===== config.mk =====
export PLATFORM = sky130hd
export DESIGN_NAME = rr_arbiter4_flat
export DESIGN_NICKNAME = d
export VERILOG_FILES = /design/src/rtl/rr_arbiter4_pkg.sv /design/src/rtl/rr_arbiter4_if.sv /design/src/rtl/rr_arbiter4_grant_dec2x4_en.sv /design/src/rtl/rr_arbiter4.sv /design/src/flat_wrapper.sv
export SDC_FILE = /design/constraint.sdc
export NUM_CORES = 1
export LEC_CHECK = 0
export ABC_CLOCK_PERIOD_IN_PS = 5900
export BUFFER_PORTS_ARGS = -buffer_cell sky130_fd_sc_hd__buf_2
export CORE_MARGIN = 2
export CORE_UTILIZATION = 30
export DETAILED_ROUTE_END_ITERATION = 6
export SETUP_SLACK_MARGIN = 0.02
export SYNTH_ARGS = -nofsm -noshare
export SYNTH_HDL_FRONTEND = slang
export SYNTH_SLANG_ARGS = --single-unit

===== constraint.sdc =====
create_clock -name clk -period 5.9 [get_ports clk]
set_input_delay 0.885 -clock clk [delete_from_list [all_inputs] [get_ports clk]]
set_output_delay 0.885 -clock clk [all_outputs]
set_load 0.1 [all_outputs]

===== src/rtl/rr_arbiter4_pkg.sv =====
// rr_arbiter4_pkg: shared constants, state encoding and round-robin search helper
package rr_arbiter4_pkg;
  localparam int NREQ = 4;
  localparam int IW = 2;
  typedef enum logic {IDLE = 1'b0, GRANT = 1'b1} state_t;
  // First set bit of r scanning upward from s, wrapping mod NREQ
  function automatic logic [IW-1:0] rr_pick(input logic [NREQ-1:0] r, input logic [IW-1:0] s);
    rr_pick = s;
    for (int k = NREQ - 1; k >= 0; k--)
      if (r[s + IW'(k)]) rr_pick = s + IW'(k);
  endfunction
endpackage


===== src/rtl/rr_arbiter4_if.sv =====
// rr_arbiter4_if: request/grant bundle between requesters and the arbiter
interface rr_arbiter4_if;
  import rr_arbiter4_pkg::*;
  logic [NREQ-1:0] req;
  logic [NREQ-1:0] grant;
  logic [IW-1:0] grant_idx;
  logic grant_valid;
  modport master(output req, input grant, grant_idx, grant_valid);
  modport slave(input req, output grant, grant_idx, grant_valid);
endinterface


===== src/rtl/rr_arbiter4_grant_dec2x4_en.sv =====
// grant_dec2x4_en: 2-to-4 one-hot decoder with enable
module grant_dec2x4_en
  import rr_arbiter4_pkg::*;
(
  input  logic [IW-1:0]   i_sel,
  input  logic            i_en,
  output logic [NREQ-1:0] o_dec
);
  always_comb o_dec = i_en ? NREQ'(1) << i_sel : '0;
endmodule


===== src/rtl/rr_arbiter4.sv =====
// rr_arbiter4: four-requester round-robin arbiter with optional bounded-hold pre-emption
module rr_arbiter4
  import rr_arbiter4_pkg::*;
#(
  parameter int MAX_HOLD = 8,
  parameter int CW = 8
) (
  input logic clk,
  input logic rst,
  rr_arbiter4_if.slave bus
);
  localparam logic [CW-1:0] L_MAX = CW'(MAX_HOLD);
  // With pre-emption disabled the counter only needs to stop wrapping
  localparam logic [CW-1:0] L_SAT = (MAX_HOLD == 0) ? {CW{1'b1}} : L_MAX;
  state_t r_state;
  logic [IW-1:0] r_ptr, r_idx;
  logic [CW-1:0] r_hold;
  logic r_valid;
  logic [NREQ-1:0] w_other;
  logic w_move;
  logic [IW-1:0] w_next;
  always_comb begin
    w_other = bus.req & ~(NREQ'(1) << r_idx);
    w_move = !bus.req[r_idx] || (MAX_HOLD != 0 && r_hold == L_MAX && |w_other);
    w_next = rr_pick(w_other, r_idx + IW'(1));
  end
  always_ff @(posedge clk) begin
    if (rst) begin
      r_state <= IDLE;
      r_ptr <= '0;
      r_idx <= '0;
      r_hold <= '0;
      r_valid <= 1'b0;
    end else if (r_state == IDLE) begin
      if (|bus.req) begin
        r_state <= GRANT;
        r_valid <= 1'b1;
        r_idx <= rr_pick(bus.req, r_ptr);
        r_hold <= CW'(1);
      end
    end else if (w_move) begin
      r_ptr <= r_idx + IW'(1);
      if (|w_other) begin
        r_idx <= w_next;
        r_hold <= CW'(1);
      end else begin
        r_state <= IDLE;
        r_valid <= 1'b0;
        r_idx <= '0;
        r_hold <= '0;
      end
    end else begin
      r_hold <= (r_hold == L_SAT) ? r_hold : r_hold + CW'(1);
    end
  end
  assign bus.grant_idx = r_idx;
  assign bus.grant_valid = r_valid;
  grant_dec2x4_en u_dec (.i_sel(r_idx), .i_en(r_valid), .o_dec(bus.grant));
endmodule


===== src/flat_wrapper.sv =====
// flat-port wrapper written by rule: the top's interface ports become plain ports
module rr_arbiter4_flat import rr_arbiter4_pkg::*;
#(
  parameter int MAX_HOLD = 8,
  parameter int CW = 8
)
  (clk, rst, bus_req, bus_grant, bus_grant_idx, bus_grant_valid);
  rr_arbiter4_if bus_i ();
  input logic clk;
  input logic rst;
  input wire logic [$bits(bus_i.req)-1:0] bus_req;
  output wire logic [$bits(bus_i.grant)-1:0] bus_grant;
  output wire logic [$bits(bus_i.grant_idx)-1:0] bus_grant_idx;
  output wire logic [$bits(bus_i.grant_valid)-1:0] bus_grant_valid;
  assign bus_i.req = bus_req;
  assign bus_grant = bus_i.grant;
  assign bus_grant_idx = bus_i.grant_idx;
  assign bus_grant_valid = bus_i.grant_valid;
  rr_arbiter4 #(.MAX_HOLD(MAX_HOLD), .CW(CW)) u_core (.clk(clk), .rst(rst), .bus(bus_i));
endmodule

==> impl_results.md <==
* Status: finished, final reports clean
* RSZ-0062 raised after global routing: false
* Core Rows at 22
* Library cells used by synthesis at 45
* CP cell instances: inv_1, ha_1, and2_1, buf_2
* CTS tree: done
* Max-Cap Viols at 0
* Drt pass-1 iters at 4
* FF-to-FF End: u_core.bus.grant_idx[1]
* Nets at between 150 and 200
* Post-CTS setup buffers at 0
* Sequential power share at 33.0%
* Worst setup path endpoint: bus_grant[2]
* Final ANT Viol Nets at 0
* Fin. max-slew vios at 0
* Clock Path Buffers at 2
* CP Buf/Inv Count at 2
* Critical path's largest stage delay at 0.62 ns
* Synth Register Bits at 14
* Critical path peak fanout at 13
* Tot GR Track Use at roughly an eighth
* Crit path depth at 4
* Max rail drop VDD at 0.0971 mV
* Ys async rst share at 0%
* First-pass GRT wire length at 4.24 mm
* Worst reg2reg path startpoint: u_core.bus.grant_idx[0]
* Worst Setup End Kind: primary output
* Critical Path Source: u_core.bus.grant_idx[0]
* Total gr overflow at 0
* Measured slew at the worst slew-check pin at 0.496 ns
* Syn Std Cell Area at between 1000 and 1500 sq um
* Clock sink count at 14
* Drc violations at 0
* Layout cells sized above 1 at between 10% and 20%
* Worst reg-to-reg path cell count at 7
* Slew Limit Headroom at between 60 and 70%
* Final setup violation count at 0
* CTS Buf Count at 3
* CP max stage cell: dfxtp_1
* Comb pwr share at a little under half
* Number of global-route vias before repair at 907
* Post-place setup slack at ~3.4 ns
* YS warnings at 0
* Synth top area share at 23.8%
* Period utilization at a little under half
* Post-CTS Resized at 0
* Ys flop type: dfxtp_1
* Leak at roughly 0.48 nW
* Clock Power Share at between 20 and 25%
* Setup TNS at 0 ns
* H-tree levels at 1
* Mapped Cells at 145
* Worst skew pair latency at 0.24 ns
* Setup Skew at 0.00115 ns
* Post-Route WL at 2.60 mm
* P_int at 198 uW
* Post-CTS Hold Fix Bufs at 0
* Seq/Total Area, Yosys at between 20% and 30%
* Area contributors post-synth: dfxtp_1 (24%), ha_1 (6.4%), a311oi_1 (4.5%), a21oi_1 (4.3%), nor2b_1 (3.7%)
* Final worst path period need at approximately 2.7 ns
* Vias per cell at between 5 and 6
* Placer congestion estimate at 0.826
* Switching share of power at 44.0%
* CORE AREA at between 3000 and 4000 sq um
* EDFF count, synth at 0
* Post-DP HPWL at ~1.9 mm
* Most numerous cell in the Yosys netlist: dfxtp_1
* P_sw at between 150 and 200 uW
* CP Class: flip-flop to primary output
* Type of origin of the critical path: flip-flop
* Post-route cell area at 1270 sq um
* Wirelength per Cell at roughly 13 um
* WP data arrival at approximately 1.8 ns
* Pin count of the biggest net entering global routing at 14
* Area leader, netlist: dfxtp_1
* Worst Hold Class: flip-flop to flip-flop
* Die footprint at between 4000 and 5000 sq um
* Antenna cells at 0
* Die Ht at 66.6 um
* Post-DP Area at about 1200 sq um
* CP delay by family, top: flip-flops
* Setup ws final at about 3.2 ns
* IO Port Bufs at 12
* Final hold viol count at 0
* Antenna violations before repair at 0
* Syn nets at between 150 and 200
* Boundary pin count at 13
* Clk root buf: clkbuf_8
* Power Density at roughly 280 nW/um^2
* Fmax at about 370 MHz
* Mean Syn Cell Area at between 8 and 9 sq um
* Synth top cells by count: dfxtp_1 (14), a21oi_1 (10), inv_1 (9), nand2_1 (9), nor2_1 (9)
* Initial Utilization at about a third
* Die width at approximately 67 um
* Flop-to-flop setup slack at between 3 and 4 ns
* P&R area growth vs syn at 8.19%
* Reg clk slew, reported paths at 0.06 ns
* Critical Path RT at 5.02 ns
* Initial DRC count at between 150 and 200
* Via count at approximately 1,100
[sequential cells by signal (all words and copies together), names as in the netlist]
| register | cells |
|---|---|
| u_core.r_hold | 8 |
| u_core.bus.grant_valid | 1 |
| u_core.r_state | 1 |
| u_core.bus.grant_idx | 2 |
| u_core.r_ptr | 2 |
[how the worst min path moves through the flow]
stage	to	slack [ns]	from	cells past startpoint
floorplan	u_core.r_hold[7]	0.47	u_core.r_hold[7]	1
global placement	u_core.r_hold[7]	0.49	u_core.r_hold[7]	1
detailed placement	u_core.r_hold[7]	0.51	u_core.r_hold[7]	1
CTS	u_core.r_hold[7]	0.52	u_core.r_hold[7]	1
global route	u_core.r_hold[7]	0.55	u_core.r_hold[7]	1
finish	u_core.r_hold[7]	0.52	u_core.r_hold[7]	1
[through the flow]
stage / instances / util [%] / hold WS [ns] / power, mW
after floorplan: 145 / - / 0.470 / 0.254
after global placement: 197 / 33.1 / 0.494 / 0.275
after detailed placement: 197 / 33.1 / 0.512 / 0.277
after CTS: 200 / 34.2 / 0.522 / 0.355
after global routing: 200 / 34.2 / 0.552 / 0.375
final: 200 / 34.2 / 0.517 / 0.354
[layout make-up]
cell class,instances,area (sq um)
clock buffer,3,41.3
fill,378,2440
inverter,10,37.5
multi-input combinational,113,793
sequential,14,280
tap,48,60.1
timing repair buffer,12,60.1
[routing by layer]
layer | vias to the layer above | global-route usage, % | share of wire (%)
li1 | 553 | - | -
met1 | 528 | 16.9 | 48
met5 | - | 0 | 0
met3 | 2 | 2.53 | 4.8
met4 | 0 | 2.30 | 1.0
met2 | 34 | 19.5 | 46
[worst register-to-register path: stages (launching register included)]
cell,delay (ns)
dfxtp_1,0.62
inv_1,0.23
ha_1,0.49
nor2b_1,0.20
a2111oi_0,0.44
a211oi_1,0.10
o21ai_0,0.23
a311oi_1,0.12
[power by group through the flow]
stage          combinational (mW)  clock, mW  sequential (mW)
3_3_place_gp                0.157          0            0.119
5_1_grt                     0.173     0.0836            0.119
2_1_floorplan               0.117          0            0.138
3_5_place_dp                0.158          0            0.119
6_report                    0.160     0.0768            0.117
4_1_cts                     0.158     0.0797            0.117
[layout by cell type (no fill, tap or decap), types with 2 or more instances in the layout]
cell      count
o211ai_1      2
nand3_1       7
nand2b_2      4
nor3_1        5
ha_1          6
and2_1        4
nor2b_1       7
mux2i_1       3
o21ai_0       7
nor4_2        2
a311oi_1      6
clkbuf_8      3
a31oi_1       3
inv_1         9
a21oi_1      10
o21ai_1       5
nor2_1        9
a21o_1        2
nand2_1       9
dfxtp_1      14
buf_2        12
and3_1        2
[kinds of logic (layout without fill, tap and decap cells)]
group,Yosys count,after routing,share of synthesized area (%)
AOI/OAI and AO/OA,49,49,29.8
adders and majority gates,6,6,6.38
buffers and inverters,18,25,8.72
DFF,14,14,23.8
muxes,4,4,4.47
and+or+nand+nor,54,54,26.8
No activity file was read; power rests on OpenSTA's default activity.
